`src/rtl/atmega_pll_pkg.sv`:
```
// Shared definitions for the fractional PLL block: lock FSM encoding,
// PLLCSR bit positions and the layout of the per-channel increment registers.
package atmega_pll_pkg;

    typedef enum logic [1:0] {
        ST_IDLE    = 2'd0,
        ST_LOCKING = 2'd1,
        ST_LOCKED  = 2'd2
    } lock_state_t;

    localparam int PLOCK_BIT  = 0;
    localparam int PLLE_BIT   = 1;

    localparam int INC_LO_OFS = 0;
    localparam int INC_HI_OFS = 1;
    localparam int INC_STRIDE = 2;

    function automatic int inc_addr(input int base, input int ch, input int ofs);
        return base + INC_STRIDE * ch + ofs;
    endfunction

endpackage

```
`src/rtl/atmega_pll_frac_ch.sv`:
```
// One output channel: 16-bit phase accumulator whose carry is the ce pulse,
// plus a square wave that toggles on the edge after each pulse.
module atmega_pll_frac_ch (
    input  logic        clk,
    input  logic        rst,
    input  logic        run_i,
    input  logic [15:0] inc_i,
    output logic        ce_o,
    output logic        ck_out_o
);

    logic [15:0] acc_q, acc_d;
    logic        ce_q, ce_d;
    logic        ck_q, ck_d;
    logic [16:0] sum;

    always_comb begin
        sum  = {1'b0, acc_q} + {1'b0, inc_i};
        acc_d = '0;
        ce_d  = 1'b0;
        ck_d  = 1'b0;
        // Leaving the running condition restarts the phase from zero.
        if (run_i) begin
            acc_d = sum[15:0];
            ce_d  = sum[16];
            ck_d  = ck_q ^ ce_q;
        end
    end

    always_ff @(posedge clk or posedge rst) begin
        if (rst) begin
            acc_q <= '0;
            ce_q  <= 1'b0;
            ck_q  <= 1'b0;
        end else begin
            acc_q <= acc_d;
            ce_q  <= ce_d;
            ck_q  <= ck_d;
        end
    end

    assign ce_o     = ce_q;
    assign ck_out_o = ck_q;

endmodule

```
`src/rtl/atmega_pll_frac.sv`:
```
// Fractional clock-enable generator with an AVR-style register interface:
// PLLCSR lock control, PLLCHE channel enables and 16-bit per-channel increments.
module atmega_pll_frac
    import atmega_pll_pkg::*;
#(
    parameter int BUS_ADDR_DATA_LEN = 16,
    parameter int CH_COUNT          = 2,
    parameter int LOCK_CYCLES       = 256,
    parameter int CSR_ADDR          = 'h29,
    parameter int CHE_ADDR          = 'h32,
    parameter int INC_ADDR          = 'h60
) (
    input  logic                         clk,
    input  logic                         rst,
    input  logic [BUS_ADDR_DATA_LEN-1:0] addr,
    input  logic                         wr,
    input  logic                         rd,
    input  logic [7:0]                   bus_in,
    output logic [7:0]                   bus_out,
    output logic                         locked,
    output logic [CH_COUNT-1:0]          ce,
    output logic [CH_COUNT-1:0]          ck_out
);

    localparam int              AW        = BUS_ADDR_DATA_LEN;
    localparam logic [AW-1:0]   CSR_A     = AW'(CSR_ADDR);
    localparam logic [AW-1:0]   CHE_A     = AW'(CHE_ADDR);
    localparam logic [15:0]     LOCK_LOAD = 16'(LOCK_CYCLES - 1);

    logic                plle_q, plle_d;
    logic [CH_COUNT-1:0] che_q, che_d;
    logic [7:0]          temp_q, temp_d;
    lock_state_t         state_q, state_d;
    logic [15:0]         cnt_q, cnt_d;

    logic                csr_hit, che_hit, commit, plock;
    logic [CH_COUNT-1:0] lo_hit, hi_hit, run;
    logic [7:0]          inc_rd [CH_COUNT];

    assign csr_hit = (addr == CSR_A);
    assign che_hit = (addr == CHE_A);
    assign commit  = wr && (|hi_hit);
    assign plock   = (state_q == ST_LOCKED);
    assign locked  = plock;

    always_comb begin
        plle_d = plle_q;
        che_d  = che_q;
        temp_d = temp_q;
        if (wr) begin
            if (csr_hit)  plle_d = bus_in[PLLE_BIT];
            if (che_hit)  che_d  = bus_in[CH_COUNT-1:0];
            if (|lo_hit)  temp_d = bus_in;
        end
    end

    // Lock FSM reacts to the PLLE value being captured this edge, so a
    // disable always beats a counter expiry landing on the same edge.
    always_comb begin
        state_d = state_q;
        cnt_d   = cnt_q;
        if (!plle_d) begin
            state_d = ST_IDLE;
            cnt_d   = '0;
        end else begin
            case (state_q)
                ST_IDLE: begin
                    state_d = ST_LOCKING;
                    cnt_d   = LOCK_LOAD;
                end
                ST_LOCKING: begin
                    if (commit) begin
                        cnt_d = LOCK_LOAD;
                    end else if (cnt_q == 16'd0) begin
                        state_d = ST_LOCKED;
                    end else begin
                        cnt_d = cnt_q - 16'd1;
                    end
                end
                ST_LOCKED: begin
                    if (commit) begin
                        state_d = ST_LOCKING;
                        cnt_d   = LOCK_LOAD;
                    end
                end
                default: begin
                    state_d = ST_IDLE;
                    cnt_d   = '0;
                end
            endcase
        end
    end

    always_ff @(posedge clk or posedge rst) begin
        if (rst) begin
            plle_q  <= 1'b0;
            che_q   <= '0;
            temp_q  <= '0;
            state_q <= ST_IDLE;
            cnt_q   <= '0;
        end else begin
            plle_q  <= plle_d;
            che_q   <= che_d;
            temp_q  <= temp_d;
            state_q <= state_d;
            cnt_q   <= cnt_d;
        end
    end

    for (genvar gi = 0; gi < CH_COUNT; gi++) begin : g_ch
        localparam logic [AW-1:0] LO_A = AW'(inc_addr(INC_ADDR, gi, INC_LO_OFS));
        localparam logic [AW-1:0] HI_A = AW'(inc_addr(INC_ADDR, gi, INC_HI_OFS));

        logic [15:0] inc_q, inc_d;

        assign lo_hit[gi] = (addr == LO_A);
        assign hi_hit[gi] = (addr == HI_A);
        // High-byte write commits the whole word so the channel never sees a torn value.
        assign inc_d      = (wr && hi_hit[gi]) ? {bus_in, temp_q} : inc_q;

        always_ff @(posedge clk or posedge rst) begin
            if (rst) inc_q <= '0;
            else     inc_q <= inc_d;
        end

        assign inc_rd[gi] = lo_hit[gi] ? inc_q[7:0]  :
                            hi_hit[gi] ? inc_q[15:8] : 8'h00;
        assign run[gi]    = plock && che_q[gi];

        atmega_pll_frac_ch u_ch (
            .clk      (clk),
            .rst      (rst),
            .run_i    (run[gi]),
            .inc_i    (inc_q),
            .ce_o     (ce[gi]),
            .ck_out_o (ck_out[gi])
        );
    end

    always_comb begin
        bus_out = 8'h00;
        if (!rst && rd) begin
            if (csr_hit) bus_out = {6'b0, plle_q, plock};
            if (che_hit) bus_out = 8'(che_q);
            for (int i = 0; i < CH_COUNT; i++) begin
                bus_out = bus_out | inc_rd[i];
            end
        end
    end

endmodule

```
`config.mk`:
```
export PLATFORM = sky130hd
export DESIGN_NAME = atmega_pll_frac
export DESIGN_NICKNAME = d
export VERILOG_FILES = /design/src/rtl/atmega_pll_pkg.sv /design/src/rtl/atmega_pll_frac_ch.sv /design/src/rtl/atmega_pll_frac.sv
export SDC_FILE = /design/constraint.sdc
export NUM_CORES = 1
export LEC_CHECK = 0
export CORE_UTILIZATION = 62
export DETAILED_ROUTE_END_ITERATION = 7
export GPL_ROUTABILITY_DRIVEN = 0
export PLACE_DENSITY = 0.84
export RECOVER_POWER = 25
export REMOVE_ABC_BUFFERS = 1
export SETUP_SLACK_MARGIN = 0.5
export SLEW_MARGIN = 30
export SYNTH_ARGS = -nofsm -noshare
export SYNTH_HDL_FRONTEND = slang
export SYNTH_SLANG_ARGS = --single-unit
```
`constraint.sdc`:
```
create_clock -name clk -period 8 [get_ports clk]
set_input_delay 0.8 -clock clk [delete_from_list [all_inputs] [get_ports clk]]
set_output_delay 0.8 -clock clk [all_outputs]
set_load 0.05 [all_outputs]
```
# Yosys cells after proc, flatten, opt, wreduce, memory -nomap -nowiden
# Index checks and enable logic that the tools add are counted.
[op_classes]
n_reduce_logical = 15
n_mux = 26
n_addsub = 3
bitwise_logic = 4
n_eq_ne = 12
[op_table]
columns = ["cell", "count"]
rows = [
  ["two-way mux 16 bit", 6],
  ["== test 16 x 7 -> 1 bit, second input constant", 4],
  ["two-way mux 8 bit", 7],
  ["case mux 16 bit (3 select lines)", 1],
  ["adder 16 x 16 -> 17 bit", 2],
  ["== test 16 x 6 -> 1 bit, second input constant", 2],
  ["logical NOT 16 bit", 1],
  ["bitwise OR 8 bit", 2],
  ["subtractor 16 x 1 -> 16 bit, second input constant", 1],
  ["two-way mux 2 bit", 5],
  ["!= test 3 bit, second input constant", 3],
  ["logical AND 1 bit", 6],
  ["two-way mux 1 bit", 6],
  ["case mux 2 bit (3 select lines)", 1],
  ["AND reduction 2 bit", 3],
  ["!= test 4 bit, second input constant", 1],
  ["OR reduction 2 bit", 2],
  ["AND reduction 3 bit", 1],
  ["== test 2 x 1 -> 1 bit, second input constant", 1],
  ["== test 2 bit, second input constant", 1],
  ["logical NOT 2 bit", 1],
  ["bitwise XOR 1 bit", 2],
  ["logical NOT 1 bit", 1],
]
[word_totals]
word_cells = 73
register_bits = 97
inputBits = 28

# Longest topological paths before layout
# Gate-level depths: netlist (run 1).
[depth]
ltp_word = 7
mapped_depth = 9

# By module
# From an unflattened synthesis (run 1), not the netlist that was laid out.
[hier_totals]
cells_unflattened = 548
area_unflattened_um2 = 5903.2
[by_module_without_submodules]
columns = ["module", "instances", "cells_per_inst", "area_each_um2", "seq_area_each_um2"]
rows = [
  ["atmega_pll_frac", 1, 267, 3210.6, 1526.5],
  ["atmega_pll_frac_ch at g_ch[1].u_ch", 1, 143, 1368.8, 450.4],
  ["atmega_pll_frac_ch at g_ch[0].u_ch", 1, 138, 1323.8, 450.4],
]

# Least setup slack after synthesis (run 1)
# No wires, ideal clock.
[synth_path]
kind = "in2out"
startpoint = "input rst"
endpoint = "output bus_out[0]"
t_required_ps = 7200
path_buffers = 0
arrival_time_ps = 4319
stages = 3
path_slack_ps = 2881
path_cell_list = "inv_1 > nand2_1 > a31oi_1"
[synth_between]
elab_chain_len = 3
[synth_rtl]
columns = ["item", "line", "text"]
rows = [
  ["start, declared", "atmega_pll_frac.sv:14", "input logic rst,"],
  ["logical NOT 1 bit (no source line)", "n/a", ""],
  ["logical AND 1 bit", "atmega_pll_frac.sv:142", "if (!rst && rd) begin"],
  ["two-way mux 8 bit", "atmega_pll_frac.sv:142", ""],
  ["end, declared", "atmega_pll_frac.sv:19", "output logic [7:0] bus_out,"],
]
# No other way between the ends.

# Final worst setup path (run 1)
[layout_path]
startpoint = "input addr[9]"
endpoint = "output bus_out[0]"
[layout_between]
elab_chain_len = 7
word_cells_on_any_way = 16
cone_classes = "eq/ne: 6; mux: 8; bitwise: 2"
[layout_rtl]
columns = ["item", "line", "text"]
rows = [
  ["start, declared", "atmega_pll_frac.sv:15", "input logic [BUS_ADDR_DATA_LEN-1:0] addr,"],
  ["== test 16 x 6 -> 1 bit", "atmega_pll_frac.sv:40", "assign csr_hit = (addr == CSR_A);"],
  ["two-way mux 2 bit", "atmega_pll_frac.sv:143", "if (csr_hit) bus_out = {6'b0, plle_q, plock};"],
  ["two-way mux 8 bit", "atmega_pll_frac.sv:144", "if (che_hit) bus_out = 8'(che_q);"],
  ["two-way mux 8 bit", "atmega_pll_frac.sv:142", ""],
  ["bitwise OR 8 bit", "atmega_pll_frac.sv:146", "bus_out = bus_out | inc_rd[i];"],
  ["bitwise OR 8 bit (*)", "atmega_pll_frac.sv:146", ""],
  ["two-way mux 8 bit (*)", "atmega_pll_frac.sv:142", ""],
]
# Every way passes the cells marked *; elsewhere a longest branch is shown, timed or not. The select of a mux whose other input is x is not followed.

==> results.py, run 1 <==
metrics = {
    "status": {
        "run_status": "finished, violations left",
        "violations": "DRC",
    },
    "floorplan": {
        "fp.dieH_um": 97.89,
        "die_width_um": 97.89,
        "initial_utilization_pct": 64.73,
        "die-area_um2": 9581,
        "rows": 34,
        "boundaryPins": 41,
        "core_um2": 8806,
    },
    "route": {
        "first_pass_iters": 8,
        "routed_via_density": 6.449,
        "wirelength_um": 12580,
        "drc": 1,
        "wl_met2_um": 5969,
        "vias": 4514,
        "post_drt_wl_per_cell_um": 17.97,
        "top_layer": "met4",
        "ant_nets": 0,
        "wl_met3_um": 736,
        "drt_iter0_drc": 273,
        "wirelength_met1_um": 5620,
    },
    "clocking": {
        "clkTransAtPathRegs_ns": 0.08,
        "worstSkewPairLatency_ns": 0.36,
        "cts_repair_resize_count": 0,
        "cts_buffer_depth": 2,
        "ctsHoldBuffers": 0,
        "htreeDepth": 3,
        "cts_tree": "built",
        "root_buffer": "clkbuf_8",
        "post-cts-setup-buffers": 0,
        "numCtsBuffers": 9,
        "clock-sinks": 97,
    },
    "global_route": {
        "antenna_found_initial": 0,
        "grt_pass1_vias": 4477,
        "grt_max_degree": 82,
        "gr-total-overflow": 0,
        "grt_use_total_pct": 27.67,
        "grt_pass1_wl_um": 21070,
    },
    "sta": {
        "relSlewSlack_pct": 35.81,
        "period_minus_slack_ns": 4.739,
        "whs_ns": 0.5130,
        "fin_skew_ns": 0.01573,
        "fin_crit_sh_pct": 59.24,
        "slew_violations": 0,
        "fin_setup_tns_ns": 0,
        "setup_viol": 0,
        "fmax_ghz": 0.2110,
        "rsz0062_at_grt": "false",
        "tightest_slew_ns": 0.9549,
        "finalHoldViolCount": 0,
    },
    "finish": {
        "fin_util_pct": 72.75,
        "nFillCells": 656,
        "layout.cells.non_filler": 700,
        "diodes": 0,
        "layout_common_cells": "dfrtp_1, mux2_2, clkdlybuf4s50_1, nor2_1, a21oi_1",
        "nNetsFinal": 651,
        "final_common_cell": "dfrtp_1",
        "syn_to_final_growth_pct": 12.38,
        "drive_gt1_share_pct": 13.85,
    },
    "yosys": {
        "ys_async_sr_fraction_pct": 100.0,
        "synth_cell_type_count": 71,
        "synthMuxAreaShare_pct": 9.526,
        "syn_area_per_cell_um2": 10.33,
        "synth_xor_area_share_pct": 2.458,
        "yosysTopAreaCell": "dfrtp_1",
        "ys_top_cells_by_area": "dfrtp_1, mux2_2, ha_1",
        "synth_cells": 552,
        "synth-seq-cells": 97,
        "yosys_warnings": 0,
        "synth_compound_gate_area_share_pct": 16.53,
        "netlist.area_leader.share_pct": 42.58,
        "ys.flop_type": "dfrtp_1",
        "synthesis.area_um2": 5700,
        "synth-simple-area-share_pct": 17.91,
        "synth_top_family_by_area": "simple AND/OR/NAND/NOR gates",
        "synth_seq_area_share_pct": 42.58,
        "synth_edf_count": 0,
        "synth_fa_ha_area_share_pct": 7.946,
    },
    "worst_hold_path": {
        "hold_class": "flop to flop",
    },
    "worst_setup_path": {
        "critPathKind": "input pin to output pin",
        "cp.arrival_ns": 3.94,
        "cp-end-kind": "output pin",
        "required_ns": 7.20,
        "critPathMaxFanout": 8,
        "cp-start-kind": "input pin",
    },
    "placement": {
        "dp.cells": 685,
        "portBuffers": 40,
        "hpwl_um": 8939,
    },
    "power": {
        "power_leakage_uw": 0.002920,
        "ir_drop_mv": 0.1417,
        "p_per_area_nw_per_um2": 156.6,
        "p_total_uw": 1003,
    },
    "run": {
        "max-cap-violations": 0,
    },
}
per-stage QoR:
stage               setup WS, ns  area (um2)
detailed placement         3.262        6166
finish                     3.261        6406
floorplan                  2.881        5609
global placement           3.354        6162
CTS                        3.234        6402
global route               3.065        6406
synth_stat cells (2+ instances only):
cell       n
clkbuf_1   8
nand4b_1   2
buf_2      4
nor4_1     8
a22o_1     2
and2_1     3
a21oi_1   35
xnor2_1   11
nand3_1   17
a222oi_1   6
xor2_1     5
nand2b_1   4
ha_1      33
a2bb2o_1   4
o21ai_0   24
inv_1     22
mux2_4     2
nor3b_1    7
nor2b_1    6
dfrtp_1   97
and3_1     9
buf_4      4
a31oi_1    7
o21a_1    10
fa_1       2
a31o_2     2
mux2_2    41
nor4_4     2
o21bai_1   5
nand4_1    4
or3_1      2
o31ai_1    2
nor2_1    38
mux2i_1    4
or2_2      3
nor3_1    27
a22oi_1    6
a21o_1    10
nor4_2     2
nand3b_1   4
a211oi_1   7
nand2_1   32
power by group:
group	internal (uW)	leakage [uW]	switching [uW]	total, uW
clock	208	0.000120	171	379
combinational	47.7	0.00147	42.3	90.0
sequential	508	0.00133	26.1	534
total	763	0.00292	240	1000
metal layers:
metal	vias up	global-route usage (%)
met5	-	0
met4	0	8.974
met1	2201	36.48
met3	27	6.729
li1	2137	-
met2	149	45.12
final cells by class:
cell class / instances / area, um2 / area share (%)
flip-flops and latches: 97 / 2427 / 37.89
repair buffers: 42 / 415.4 / 6.484
inverters: 22 / 83.83 / 1.309
clock buffers: 9 / 123.9 / 1.934
multi-input cells: 416 / 3108 / 48.52
clock inverters: 6 / 112.6 / 1.758
well taps: 108 / 135.1 / 2.109
kinds of logic (layout without fill, tap and decap cells):
logic type,after synthesis,in the layout
mux,48,48
simple gates,180,180
compound gates,137,137
flops,97,97
xor+xnor,16,16
fa+ha+maj,35,35
buf+inv,39,79
path summary, 6_finish.rpt:
kind / start / slack [ns] / end / depth (start not counted)
max: addr[9] / 3.26 / bus_out[0] / 7
min: cnt_q[8] / 0.51 / cnt_q[8] / 1
max reg2reg: g_ch[1].inc_q[0] / 5.35 / g_ch[1].u_ch.acc_q[12] / 8
min reg2reg: cnt_q[8] / 0.51 / cnt_q[8] / 1
max in group asynchronous: rst / 5.85 / cnt_q[10] / 3
min in group asynchronous: rst / 1.01 / g_ch[1].u_ch.acc_q[15] / 2
state kept, by name, indices dropped and copies added, names as in the netlist:
name,count
g_ch.inc_q,32
g_ch.u_ch.acc_q,32
cnt_q,16
temp_q,8
che_q,2
g_ch.u_ch.ce_o,2
g_ch.u_ch.ck_out_o,2
state_q,2
plle_q,1
critical path, stage by stage:
cell	delay, ns
clkdlybuf4s50_1	0.44
nor4_4	0.41
nand2b_1	0.19
nor4_2	0.82
a22oi_1	0.17
a31oi_1	0.26
clkdlybuf4s50_1	0.85
Power figures use the tool's default switching activity.
==> run 2, diff against run 1 <==
--- a/config.mk
+++ b/config.mk
@@ -5,10 +5,10 @@
 export SDC_FILE = /design/constraint.sdc
 export NUM_CORES = 1
 export LEC_CHECK = 0
-export CORE_UTILIZATION = 62
+export CORE_UTILIZATION = 54
 export DETAILED_ROUTE_END_ITERATION = 7
 export GPL_ROUTABILITY_DRIVEN = 0
-export PLACE_DENSITY = 0.84
+export PLACE_DENSITY = 0.77
 export RECOVER_POWER = 25
 export REMOVE_ABC_BUFFERS = 1
 export SETUP_SLACK_MARGIN = 0.5
==> constraint.sdc (replaced) <==
create_clock -name clk -period 4.3 [get_ports clk]
set_input_delay 0.43 -clock clk [delete_from_list [all_inputs] [get_ports clk]]
set_output_delay 0.43 -clock clk [all_outputs]
set_load 0.05 [all_outputs]
==> run 2 against run 1 <==
The flow finishes with violations (capacitance limit, slew limit). Sequential power grew 86%. Combinational power grew 87%. First-iteration DRC count grew 21%. Critical path depth is the same. Non-clock buffer count grew 3. Via count shrank 0.66%. Power grew 72%. Die area grew 15%. Critical endpoint unchanged. Largest power group unchanged.
==> results.py, run 2 (same netlist as run 1, synthesis figures left out) <==
metrics = {
    "route": {
        "ant_nets": 0,
        "drc": 0,
        "wirelength_met1_um": 5838,
        "drt_iter0_drc": 329,
        "first_pass_iters": 8,
        "top_layer": "met4",
        "routed_via_density": 6.126,
        "wirelength_um": 12800,
        "wl_met3_um": 656,
        "wl_met2_um": 6130,
        "vias": 4484,
        "post_drt_wl_per_cell_um": 17.48,
    },
    "status": {
        "violations": "capacitance limit, slew limit",
        "run_status": "finished, violations left",
    },
    "global_route": {
        "grt_pass1_wl_um": 21460,
        "grt_pass1_vias": 4439,
        "antenna_found_initial": 0,
        "gr-total-overflow": 0,
        "grt_use_total_pct": 24.40,
        "grt_max_degree": 53,
    },
    "floorplan": {
        "core_um2": 10280,
        "rows": 37,
        "die-area_um2": 10970,
        "boundaryPins": 41,
        "initial_utilization_pct": 55.47,
        "fp.dieH_um": 104.7,
        "die_width_um": 104.7,
    },
    "sta": {
        "tightest_slew_ns": 2.589,
        "slew_violations": 47,
        "relSlewSlack_pct": -72.59,
        "setup_viol": 0,
        "setup_slack_ns": 0.6369,
        "whs_ns": 0.5154,
        "finalHoldViolCount": 0,
        "fmax_ghz": 0.2730,
        "period_minus_slack_ns": 3.663,
        "fin_skew_ns": 0.01782,
        "rsz0062_at_grt": "false",
        "fin_crit_sh_pct": 85.19,
    },
    "worst_hold_path": {
        "min_to": "cnt_q[8]",
        "hold_class": "flop to flop",
        "worstHoldStart": "cnt_q[8]",
        "holdPathStages": 1,
    },
    "clocking": {
        "ctsHoldBuffers": 0,
        "cts_buffer_depth": 2,
        "numCtsBuffers": 9,
        "post-cts-setup-buffers": 0,
        "worstSkewPairLatency_ns": 0.37,
        "clkTransAtPathRegs_ns": 0.09,
        "root_buffer": "clkbuf_8",
        "htreeDepth": 3,
        "cts_tree": "built",
        "clock-sinks": 97,
    },
    "finish": {
        "layout_common_cells": "dfrtp_1, mux2_2, clkdlybuf4s50_1, nor2_1, a21oi_1",
        "diodes": 0,
        "layout.cells.non_filler": 732,
        "syn_to_final_growth_pct": 12.36,
        "reg_top3": "g_ch.inc_q: 32 flops, g_ch.u_ch.acc_q: 32 flops, cnt_q: 16 flops",
        "final_common_cell": "dfrtp_1",
        "drive_gt1_share_pct": 14.26,
        "nNetsFinal": 654,
    },
    "placement": {
        "dp.cells": 716,
        "place_ws_ns": 0.5916,
        "portBuffers": 40,
        "hpwl_um": 9481,
    },
    "worst_setup_path": {
        "reg2reg_from": "g_ch[1].inc_q[0]",
        "cp_cell_sequence": "clkdlybuf4s50_1 > nor4_4 > nand2_1 > nor4_1 > a22oi_1 > a31oi_1 > clkdlybuf4s50_1",
        "reg2reg_to": "g_ch[1].u_ch.ce_o",
        "r2r_slack_ns": 1.58,
        "reg2reg_depth": 8,
        "max_stage_delay_ns": 0.84,
        "worstPathBufferInverterCount": 2,
        "cp_top_family": "buffers and inverters",
        "critPathKind": "input pin to output pin",
        "cp-start-kind": "input pin",
        "cp.arrival_ns": 3.23,
        "critPathMaxFanout": 5,
        "cp-end-kind": "output pin",
        "crit_slowest_cell": "clkdlybuf4s50_1",
        "required_ns": 3.87,
        "crit_top_cell": "clkdlybuf4s50_1",
    },
    "power": {
        "p_total_uw": 1727,
        "p_per_area_nw_per_um2": 269.7,
        "ir_drop_mv": 0.2352,
        "power_leakage_uw": 0.002896,
    },
    "run": {
        "max-cap-violations": 1,
    },
}
## run 2: changes by cell type in the layout (fill, tap and decap cells not counted), sizes merged
| cell | previous run | this run |
|---|---|---|
| inv | 23 | 22 |
| buf | 1 | 3 |
| bufinv | 3 | 0 |
| clkbuf | 10 | 13 |
| clkinvlp | 1 | 3 |
| clkinv | 1 | 2 |
## run 2: worst max path at each step
stage               slack, ns                     to  startpoint  cells past startpoint
CTS                      0.60             bus_out[0]     addr[2]                      7
floorplan               -0.08             bus_out[0]         rst                      3
global placement         0.69             bus_out[0]     addr[2]                      7
detailed placement       0.59             bus_out[0]     addr[2]                      7
finish                   0.64             bus_out[0]     addr[9]                      7
global route             0.37  g_ch[1].u_ch.acc_q[4]         rst                      4
## run 2: cell type report
type	count	area (um2)
Tap cell	136	170.2
Multi-Input combinational cell	416	3104
Timing Repair Buffer	45	430.4
Inverter	22	83.83
Sequential cell	97	2427
Fill cell	837	3872
Clock buffer	11	151.4
Clock inverter	5	37.54
## run 2: stage by stage
step	instance area, um2	utilization, %	setup TNS, ns
2_1_floorplan	5609	-	-0.3439
3_5_place_dp	6220	60.52	0
5_1_grt	6405	62.32	0
6_report	6405	62.32	0
4_1_cts	6409	62.36	0
3_3_place_gp	6220	60.52	0
## run 2: per-layer routing
| layer | global-route usage (%) | up-vias |
|---|---|---|
| li1 | - | 2137 |
| met1 | 33.69 | 2194 |
| met2 | 39.50 | 139 |
| met3 | 4.492 | 14 |
| met4 | 6.740 | 0 |
| met5 | 0 | - |
## run 2: where the power goes
| group | total, uW | internal, uW | switching (uW) |
|---|---|---|---|
| combinational | 168 | 88.7 | 79.8 |
| sequential | 993 | 944 | 48.5 |
| clock | 566 | 244 | 322 |
| total | 1730 | 1280 | 450 |
## run 2: repair_timing
action | 4_1_cts | 5_1_grt
endpoints found under the hold margin | 0 | 0
setup endpoints to repair | 0 | 7
gates resized for setup | 0 | 1
